`config.mk`:
```
export PLATFORM = sky130hd
export DESIGN_NAME = cond_branch_unit
export DESIGN_NICKNAME = d
export VERILOG_FILES = /design/src/rtl/cond_branch_unit.sv
export SDC_FILE = /design/constraint.sdc
export NUM_CORES = 1
export LEC_CHECK = 0
export ABC_AREA = 1
export CORE_AREA = 2 2 82 84
export DETAILED_ROUTE_END_ITERATION = 7
export DIE_AREA = 0 0 84 86
export PLACE_DENSITY = 0.92
export SYNTH_ARGS = -nofsm -noshare
export SYNTH_HDL_FRONTEND = slang
export SYNTH_SLANG_ARGS = --single-unit
```
`constraint.sdc`:
```
create_clock -name clk -period 4.5 [get_ports clk]
set_clock_uncertainty 0.05 [all_clocks]
set_input_delay 0.675 -clock clk [delete_from_list [all_inputs] [get_ports clk]]
set_output_delay 0.675 -clock clk [all_outputs]
set_load 0.05 [all_outputs]
```
`src/rtl/cond_branch_unit.sv`:
```
// NZVC flag register, branch-condition resolver and taken-branch counter for the ID stage.
// Build option FLAG_FWD_EN: forward live ALU flags to a B.cond instead of stalling one cycle.
//
// state | meaning
// IDLE  | branches resolve directly; a B.cond racing a flag write may stall
// WAIT  | held B.cond resolves from the freshly written flags_q
module cond_branch_unit #(
  parameter int DATA_W = 64,
  parameter int CNT_W  = 32
) (
  input  logic              clk,
  input  logic              reset,
  input  logic              flag_wr_en,
  input  logic              alu_negative,
  input  logic              alu_zero,
  input  logic              alu_overflow,
  input  logic              alu_carry_out,
  input  logic              br_req,
  input  logic [1:0]        br_type,
  input  logic [3:0]        br_cond,
  input  logic [DATA_W-1:0] cb_value,
  output logic              stall,
  output logic              br_valid,
  output logic              br_taken,
  output logic [3:0]        flags_q,
  output logic [CNT_W-1:0]  taken_cnt
);

  typedef enum logic {IDLE, WAIT} state_t;

`ifdef FLAG_FWD_EN
  localparam logic HAZARD = 1'b0;
`else
  localparam logic HAZARD = 1'b1;
`endif

  state_t             state_q, state_d;
  logic [3:0]         flags_d;
  logic               br_valid_q, br_valid_d;
  logic               br_taken_q, br_taken_d;
  logic [CNT_W-1:0]   taken_cnt_q, taken_cnt_d;
  logic               accept;
  logic [3:0]         eval_flags;
  logic [3:0]         alu_flags;
  logic               fn, fz, fv, fc;
  logic               cond_hit;
  logic               resolution;

  assign alu_flags = {alu_negative, alu_zero, alu_overflow, alu_carry_out};

  always_comb begin
    state_d    = state_q;
    stall      = 1'b0;
    accept     = 1'b0;
    eval_flags = flags_q;
    case (state_q)
      IDLE: begin
        if (br_req && br_type == 2'b00 && flag_wr_en && HAZARD) begin
          stall   = 1'b1;
          state_d = WAIT;
        end else begin
          accept = br_req;
          if (flag_wr_en) eval_flags = alu_flags;
        end
      end
      WAIT: begin
        // A dropped request here is a protocol error: just fall back to IDLE.
        accept  = br_req;
        state_d = IDLE;
      end
      default: state_d = IDLE;
    endcase
    if (reset) stall = 1'b0;
  end

  assign {fn, fz, fv, fc} = eval_flags;

  always_comb begin
    cond_hit = 1'b1;
    case (br_cond)
      4'b0000: cond_hit = fz;
      4'b0001: cond_hit = !fz;
      4'b0010: cond_hit = fc;
      4'b0011: cond_hit = !fc;
      4'b0100: cond_hit = fn;
      4'b0101: cond_hit = !fn;
      4'b0110: cond_hit = fv;
      4'b0111: cond_hit = !fv;
      4'b1000: cond_hit = fc && !fz;
      4'b1001: cond_hit = !(fc && !fz);
      4'b1010: cond_hit = (fn == fv);
      4'b1011: cond_hit = (fn != fv);
      4'b1100: cond_hit = !fz && (fn == fv);
      4'b1101: cond_hit = fz || (fn != fv);
      default: cond_hit = 1'b1;
    endcase
  end

  always_comb begin
    resolution = 1'b1;
    case (br_type)
      2'b00:   resolution = cond_hit;
      2'b01:   resolution = (cb_value == '0);
      2'b10:   resolution = (cb_value != '0);
      default: resolution = 1'b1;
    endcase
  end

  always_comb begin
    flags_d     = flag_wr_en ? alu_flags : flags_q;
    br_valid_d  = accept;
    br_taken_d  = accept ? resolution : br_taken_q;
    taken_cnt_d = taken_cnt_q;
    if (br_valid_q && br_taken_q && taken_cnt_q != {CNT_W{1'b1}})
      taken_cnt_d = taken_cnt_q + CNT_W'(1);
  end

  always_ff @(posedge clk) begin
    if (reset) begin
      state_q     <= IDLE;
      flags_q     <= 4'b0000;
      br_valid_q  <= 1'b0;
      br_taken_q  <= 1'b0;
      taken_cnt_q <= '0;
    end else begin
      state_q     <= state_d;
      flags_q     <= flags_d;
      br_valid_q  <= br_valid_d;
      br_taken_q  <= br_taken_d;
      taken_cnt_q <= taken_cnt_d;
    end
  end

  assign br_valid  = br_valid_q;
  assign br_taken  = br_taken_q;
  assign taken_cnt = taken_cnt_q;

endmodule
```
-- Yosys cells after proc, flatten, opt, wreduce, memory -nomap -nowiden
Cells that the tools add are included.
- logic and storage cells: 52
- output and inout bits: 39
- bits of input ports: 78
- register bits after elaboration: 39
- reduce and logical (&&, ||, !) cells: 16
- mux-type cells: 11
- add/sub/neg operators: 1
- equality and inequality tests: 18
- bitwise logic cells: 1
- operators with widths (kind ; count):
    $logic_not 64->1 ; 1
    $reduce_bool 64->1 ; 1
    $add 32x1->32 const B ; 1
    $ne 32x32->1 const B ; 1
    $eq 4x4->1 const B ; 6
    $eq 4x3->1 const B ; 4
    $pmux 1 s14 ; 1
    $mux 4 ; 3
    $eq 4x2->1 const B ; 2
    $logic_and 1x1->1 ; 6
    $logic_not 1->1 ; 5
    $eq 4x1->1 const B ; 1
    $logic_not 4->1 ; 1
    $mux 1 ; 4
    $pmux 1 s2 ; 2
    $pmux 1 s3 ; 1
    $eq 2x1->1 const B ; 1
    $eq 2x2->1 const B ; 1
    $logic_not 2->1 ; 1
    $eq 1x1->1 ; 1
    $logic_or 1x1->1 ; 1
    $ne 1x1->1 ; 1
    $not 1->1 ; 1

-- Depth between registers and ports, before layout
Gate-level depths: netlist of run 1.
- depth in word-level cells: 10
- mapped depth: 16
- depth with buffers taken out: 15

-- Least setup slack after synthesis of run 1
No wires, ideal clock.
- path type: input to output
- start point: input port reset
- end point: output port stall
- data required time: 3.775 ns
- arrival: 1.716 ns
- buffers on the path: 2
- stages: 3
- setup slack: 2.059 ns
- cell sequence: clkbuf_1 -> clkbuf_1 -> nor2_1
- longest elaborated chain between the ends: 1
- RTL lines (element ; RTL line ; text):
    start, declared ; 12 ; input logic reset,
    $mux 1 ; 73 ; if (reset) stall = 1'b0;
    end, declared ; 22 ; output logic stall,
Every way passes these cells.

-- Final worst setup path of run 1
- start point: input port flag_wr_en
- end point: output port stall
- longest elaborated chain between the ends: 4
- RTL lines (element ; RTL line ; text):
    start, declared ; 13 ; input logic flag_wr_en,
    $logic_and 1x1->1 ; 58 ; if (br_req && br_type == 2'b00 && flag_wr_en && HAZARD) begin
    $mux 1 ; 58 ;
    $mux 1 ; 56 ; case (state_q)
    $mux 1 ; 73 ;
Every way passes these cells.

==> out/results.ini, run 1 <==
[hold_path]
hold_depth=2
whs_endpoint=taken_cnt[27]
min_from=taken_cnt[27]
hold_class=flop to flop

[drt]
drcViolationCount=0
antenna_left=0
via_per_inst=5.27
wl_mm=8.89
drt_first_pass_iters=7
wire_per_inst_um=13.5
drt_iter0_drc=299
num_vias=3460

[finish]
mostFrequentLayoutCell=nand2_1
final_nets=658
utilization_pct=67.0
drive_gt1_share_pct=7.59
num_antenna_cells=0
area_growth_pct=46.6
final_cell_mix=nand2_1 (154), clkdlybuf4s50_1 (116), nor2_1 (78), inv_1 (40), dfxtp_1 (39)

[yosys]
ys_seq_area_share_pct=27.2
async_flop_share_pct=0
synth_area_leaders=dfxtp_1 (27%), nand2_1 (20%), nor2_1 (10%), a21oi_2 (6.4%), inv_1 (5.2%)
ys_types=35
yosysTopAreaCell=dfxtp_1
syn-mean-instance-area_um2=6.18
syn_nets=543
yosysTopAreaCellShare_pct=27.2
ys.flop_type=dfxtp_1
yosysWarningCount=0
synth_edf_count=0
syn_area_mm2=0.00287
syn_inst=464
synth_seq_cells=39

[setup_path]
crit_fanout=8
reg2reg_to=taken_cnt[6]
critPathKind=input pin to output pin
r2r_slack_ps=1990
crit_required_ps=3770
r2r-start=taken_cnt[0]
rr_worst_depth=9
worstSetupEndpointType=output pin
crit_arrival_ps=2490
crit_path_start_kind=input pin

[clock_network]
cts_hold_buffers=0
clock_path_buffers=2
clkLatencyLatePin_ps=290
cts_root_buf=clkbuf_8
cts_resized=0
cts_made_buffers=5
clk_pin_slew_ps=70
cts_sinks=39
htree_num_levels=2
cts_tree=done
post_cts_buffers=0

[global_routing]
grt_overflow_total=0
antenna_found_initial=0
grt_max_degree=33
grt_pass1_wl_mm=15.1
grt_use_met2_pct=44.4
grt_util_all_layers_pct=25.1
grt_pass1_vias=3376
top_usage_layer=met2
grt.met1_usage_pct=31.1
met3_usage_pct=4.14

[floorplanning]
core.rowCount=29
dieHeight_um=86
io_pins=117
die_x_um=84
initial_core_util_pct=45.7
die_area_mm2=0.00722
core_mm2=0.00628

[sta]
finalCriticalPeriod_ps=3210
fin_setup_tns_ps=0
relSlewSlack_pct=24.1
fmax_mhz=311
final_hold_viol_count=0
rsz0062_at_grt=false
worst_pin_slew_ps=1140
period_share_pct=71.4
finalSetupViolCount=0
drv_slew=0

[power]
vdd_drop_max_uv=211
p_leak_nw=1.61
power.density_mw_per_mm2=204

[placed_design]
place_congestion=0.951
dp_hpwl_mm=6.94
port_buffers=116

[flow_run]
cap_violations=0

[outcome]
outcome=finished, final reports clean

## synth_stat cells (3+ instances only)
cell type  instances
a21oi_1           10
a21oi_2           21
buf_2              3
clkbuf_1           4
dfxtp_1           39
inv_1             40
nand2_1          154
nand2_2            3
nand3_1           20
nand4_1           14
nor2_1            78
nor3_1            19
nor4_1             9
o21ai_0            8
xnor2_1            7
xor2_1            13
## area by class of cell
class | count | area [um2]
fill | 542 | 2070
multi-input combinational | 374 | 1870
timing repair buffer | 117 | 1170
sequential | 39 | 781
inverter | 42 | 158
tap | 77 | 96.3
clock buffer | 6 | 72.6
clock inverter | 2 | 60.1
## worst max-delay path: stages
cell and delay [ps]:
clkdlybuf4s50_1 610, nand2_1 80, inv_1 80, nand3_1 110
nor2_1 110, clkdlybuf4s50_1 820
## registers in the layout, summed over array words and instances (netlist names)
signal and cells:
br_taken 1, flags_q 4, taken_cnt 32, state_q 1, br_valid 1
## per-stage QoR
| step | setup WS [ps] | hold slack, ps | cell area, um2 | cells | power [mW] |
|---|---|---|---|---|---|
| final | 1290 | 472 | 4200 | 657 | 0.858 |
| after global routing | 1190 | 498 | 4200 | 657 | 0.889 |
| after CTS | 1280 | 472 | 4200 | 657 | 0.860 |
| after detailed placement | 1300 | 458 | 4070 | 649 | 0.519 |
| after global placement | 1300 | 442 | 4070 | 649 | 0.515 |
| after floorplan | 2060 | 545 | 2870 | 464 | 0.431 |
## kinds of logic after synthesis
kind of cell | after synthesis | share of synthesized area [%]
fa+ha+maj | 1 | 0.436
buf+inv | 51 | 7.63
flops | 39 | 27.2
compound gates | 42 | 10.3
simple gates | 311 | 48.3
xor+xnor | 20 | 6.11
## layer usage
metal | up-vias | part of all wire, %
li1 | 1726 | -
met1 | 1548 | 43
met2 | 158 | 49
met3 | 28 | 5.9
met4 | 0 | 2.5
met5 | - | 0
## power breakdown
| group | total (mW) | leakage [nW] | internal (mW) | switching (mW) |
|---|---|---|---|---|
| registers | 0.354 | 0.316 | 0.349 | 0.00459 |
| logic | 0.159 | 1.23 | 0.0841 | 0.0746 |
| clock network | 0.345 | 0.0654 | 0.222 | 0.123 |
| total | 0.858 | 1.61 | 0.655 | 0.203 |
## worst max path at each step
stage                     depth (start not counted)  slack (ps)        from    end
after floorplan                                   3        2060       reset  stall
after global placement                            6        1300  flag_wr_en  stall
after detailed placement                          6        1300  flag_wr_en  stall
after CTS                                         6        1280  flag_wr_en  stall
after global routing                              6        1190  flag_wr_en  stall
final                                             6        1290  flag_wr_en  stall
Note: power is estimated with default switching activity, not from simulation.
==> run 2: changes to the inputs <==
Settings changed: CORE_AREA 2 2 82 84 to 2 2 88 90, DIE_AREA 0 0 84 86 to 0 0 90 92, PLACE_DENSITY 0.92 to 0.85.
Clock period 4.5 ns to 2.9 ns, I/O delays scaled along.
==> out/results.ini, run 2 (synthesis results as in run 1) <==
[placed_design]
dp_hpwl_mm=6.92
port_buffers=116
place_inst=674
dpl_worst_slack_ps=461
place_area_mm2=0.00410
place_congestion=0.902

[finish]
num_antenna_cells=0
layout.cells.non_filler=682
final_nets=658
mostFrequentLayoutCell=nand2_1
final_cell_mix=nand2_1 (154), clkdlybuf4s50_1 (115), nor2_1 (78), inv_1 (40), dfxtp_1 (39)
area_growth_pct=45.8
drive_gt1_share_pct=7.59
fill_cells=718
utilization_pct=56.1
largest_register_ff_count=32
finalInstanceArea_mm2=0.00418

[global_routing]
antenna_found_initial=0
grt_pass1_vias=3247
grt_overflow_total=0
grt_util_all_layers_pct=20.9
grt_pass1_wl_mm=14.4
grt_max_degree=29

[power]
p_leak_nw=1.59
vdd_drop_max_uv=172
power.density_mw_per_mm2=277
power_mw=1.16

[setup_path]
crit_fanout=26
r2r-start=taken_cnt[0]
crit_required_ps=3040
reg2reg_to=taken_cnt[6]
critPathKind=flop to flop
r2r_slack_ps=510
worstSetupEndpointType=flop
crit_arrival_ps=2530
rr_worst_depth=9
crit_path_start_kind=flop

[clock_network]
cts_sinks=39
clkLatencyLatePin_ps=300
post_cts_buffers=0
htree_num_levels=2
clk_pin_slew_ps=80
cts_tree=done
cts_made_buffers=5
clock_path_buffers=2
cts_hold_buffers=0
cts_root_buf=clkbuf_8
cts_resized=0

[floorplanning]
dieHeight_um=92
core.rowCount=32
die_area_mm2=0.00828
core_mm2=0.00745
initial_core_util_pct=38.5
die_x_um=90
io_pins=117

[sta]
finalCriticalPeriod_ps=2390
period_share_pct=82.4
relSlewSlack_pct=28.1
fin_setup_tns_ps=0
finalSetupViolCount=0
setup_slack_ps=509
fin_hold_ws_ps=467
fmax_mhz=418
rsz0062_at_grt=false
worst_pin_slew_ps=1080
final_hold_viol_count=0
drv_slew=0

[drt]
drt_iter0_drc=203
num_vias=3370
drcViolationCount=0
antenna_left=0
wl_met3_um=394
met2_length_mm=4.27
top_layer=met4
wl_mm=8.61
drt_first_pass_iters=5
wire_per_inst_um=12.6
wl_met1_mm=3.85
via_per_inst=4.94

[hold_path]
hold_depth=2
whs_endpoint=flags_q[0]
hold_class=flop to flop
min_from=flags_q[0]

[outcome]
outcome=finished, final reports clean

[flow_run]
cap_violations=0

-- run 2: cell types whose count changed in the layout (fill, tap and decap cells not counted) --
| cell | delta |
|---|---|
| clkdlybuf4s50_1 | -1 |
| buf_4 | +1 |
| clkinv_2 | +1 |
| clkbuf_1 | +1 |
| bufinv_16 | -2 |
-- run 2: worst max-delay path, stage by stage (launching register included) --
cell	delay, ps
dfxtp_1	370
ha_1	240
inv_1	80
nor3_1	50
nand2_1	160
nor2_4	80
a21oi_2	850
nand2_1	150
o21ai_0	190
a21oi_1	50
-- run 2: how the worst max path moves through the flow --
stage                       startpoint             to  slack (ps)
after floorplan           taken_cnt[0]  taken_cnt[22]         730
after global placement      flag_wr_en       br_taken         550
after detailed placement    flag_wr_en       br_taken         460
after CTS                 taken_cnt[0]   taken_cnt[6]         540
after global routing      taken_cnt[0]   taken_cnt[2]         310
final                     taken_cnt[0]   taken_cnt[6]         510
-- run 2: routing by layer --
layer	vias up	GRT usage, %
met5	-	0
met4	0	5.90
met3	8	3.78
met2	105	37.5
met1	1533	25.5
li1	1724	-
-- run 2: layout make-up --
| type | count | area (um2) | area share [%] |
|---|---|---|---|
| clock inverters | 1 | 5.00 | 0.120 |
| repair buffers | 117 | 1170 | 27.9 |
| well taps | 102 | 128 | 3.05 |
| multi-input cells | 374 | 1870 | 44.7 |
| flip-flops and latches | 39 | 781 | 18.7 |
| inverters | 42 | 158 | 3.77 |
| clock buffers | 7 | 76.3 | 1.83 |
-- run 2: power by group --
group          switching, mW  internal (mW)  total [mW]
combinational          0.114          0.131       0.245
sequential           0.00637          0.542       0.548
clock                  0.195          0.169       0.364
total                  0.315          0.841        1.16
==> run 3: changes to the inputs <==
Clock period 2.9 ns to 2.1 ns, I/O delays scaled along.
==> out/results.ini, run 3 (synthesis results as in run 1) <==
[finish]
layout.cells.non_filler=715
largest_register_ff_count=32
fill_cells=701
mostFrequentLayoutCell=nand2_1
area_growth_pct=56.2
final_nets=692
drive_gt1_share_pct=14.7
num_antenna_cells=0
final_cell_mix=nand2_1 (153), clkdlybuf4s50_1 (114), nor2_1 (75), inv_1 (39)

[setup_path]
r2r-start=taken_cnt[5]
r2r_slack_ps=170
reg2reg_to=taken_cnt[21]
rr_worst_depth=8
slowest_delay_ps=810
crit_required_ps=1740
crit_arrival_ps=1600
crit_chain=buf_4, clkdlybuf4s50_1
crit_start=taken_cnt[12]
critPathKind=flop to output pin
crit_fanout=4
crit_slowest_cell=clkdlybuf4s50_1
worstSetupEndpointType=output pin
crit_path_start_kind=flop
cp-endpoint=taken_cnt[12]

[flow_run]
cap_violations=0

[floorplanning]
die_x_um=90
die_area_mm2=0.00828
dieHeight_um=92
initial_core_util_pct=38.5
core_mm2=0.00745
io_pins=117
core.rowCount=32

[sta]
period_share_pct=93.5
worst_pin_slew_ps=676
relSlewSlack_pct=54.9
drv_slew=0
setup_slack_ps=136
finalSetupViolCount=0
rsz0062_at_grt=false
fmax_mhz=509
final_hold_viol_count=0
finalCriticalPeriod_ps=1960

[global_routing]
grt_pass1_wl_mm=15.6
grt_overflow_total=0
grt_max_degree=29
grt_pass1_vias=3495
antenna_found_initial=0
grt_util_all_layers_pct=22.6

[clock_network]
clk_pin_slew_ps=70
cts_tree=done
cts_made_buffers=5
cts_hold_buffers=0
cts_root_buf=clkbuf_8
clkLatencyLatePin_ps=290
clock_path_buffers=2
cts_sinks=39
htree_num_levels=2

[power]
p_leak_nw=1.77
swShare_pct=26.5
power_mw=1.63
vdd_drop_max_uv=254
p_seq_share_pct=46.5
clock_power_share_pct=31.7
combPwrFrac_pct=21.8
cellInternalPower_mw=1.19
p_sw_uw=431
power.density_mw_per_mm2=363

[placed_design]
place_congestion=0.879
place_inst=708
port_buffers=116
dpl_worst_slack_ps=-136
dp_hpwl_mm=7.59

[drt]
num_vias=3543
via_per_inst=4.96
wl_mm=9.46
drt_iter0_drc=227
drt_first_pass_iters=5
antenna_left=0
drcViolationCount=0
wire_per_inst_um=13.2

[outcome]
outcome=finished, final reports clean

[hold_path]
hold_depth=2
hold_class=flop to flop

[run 3: metrics by stage]
stage | setup TNS (ps) | util [%] | hold slack (ps) | cell area [um2]
after floorplan | 0 | - | 409 | 2870
after global placement | -165 | 58.5 | 436 | 4360
after detailed placement | -360 | 58.5 | 438 | 4360
after CTS | 0 | 59.8 | 456 | 4450
after global routing | 0 | 60.2 | 488 | 4480
final | 0 | 60.2 | 466 | 4480
[run 3: per-layer routing]
layer / vias to the layer above / global-route usage [%] / wire length [um]
met5: - / 0 / 0
met4: 0 / 8.72 / 255
met3: 27 / 3.94 / 516
met2: 149 / 41.2 / 4840
met1: 1584 / 26.4 / 3850
li1: 1783 / - / -
[run 3: area by class of cell]
cell class	instances	area, um2	share of cell area, %
multi-input cells	374	1910	42.5
repair buffers	151	1420	31.7
flip-flops and latches	39	783	17.5
inverters	42	158	3.52
well taps	102	128	2.85
clock buffers	6	82.6	1.84
clock inverters	1	5.00	0.112
[run 3: worst min-delay path by stage]
stage | startpoint | end | slack (ps)
after floorplan | br_req | br_valid | 410
after global placement | taken_cnt[2] | taken_cnt[2] | 440
after detailed placement | taken_cnt[2] | taken_cnt[2] | 440
after CTS | taken_cnt[2] | taken_cnt[2] | 460
after global routing | flags_q[0] | flags_q[0] | 490
final | taken_cnt[2] | taken_cnt[2] | 470
[run 3: repair_timing]
| action | in CTS | in global routing |
|---|---|---|
| endpoints found under the hold margin | 0 | 0 |
| resized for setup | 1 | 9 |
| buffers inserted | 0 | 0 |
| setup endpoints to repair | 18 | 9 |
[run 3: power groups by stage]
stage,clock (mW),combinational [mW],sequential (mW)
CTS,0.522,0.352,0.755
global placement,0,0.343,0.773
floorplan,0,0.118,0.805
finish,0.515,0.355,0.756
global route,0.553,0.384,0.757
detailed placement,0,0.350,0.773
[run 3: worst max-delay path, delay by kind of cell, from the launching register on]
family                 cells  cell delay, ps
buffers and inverters      2             960
DFF                        1             360
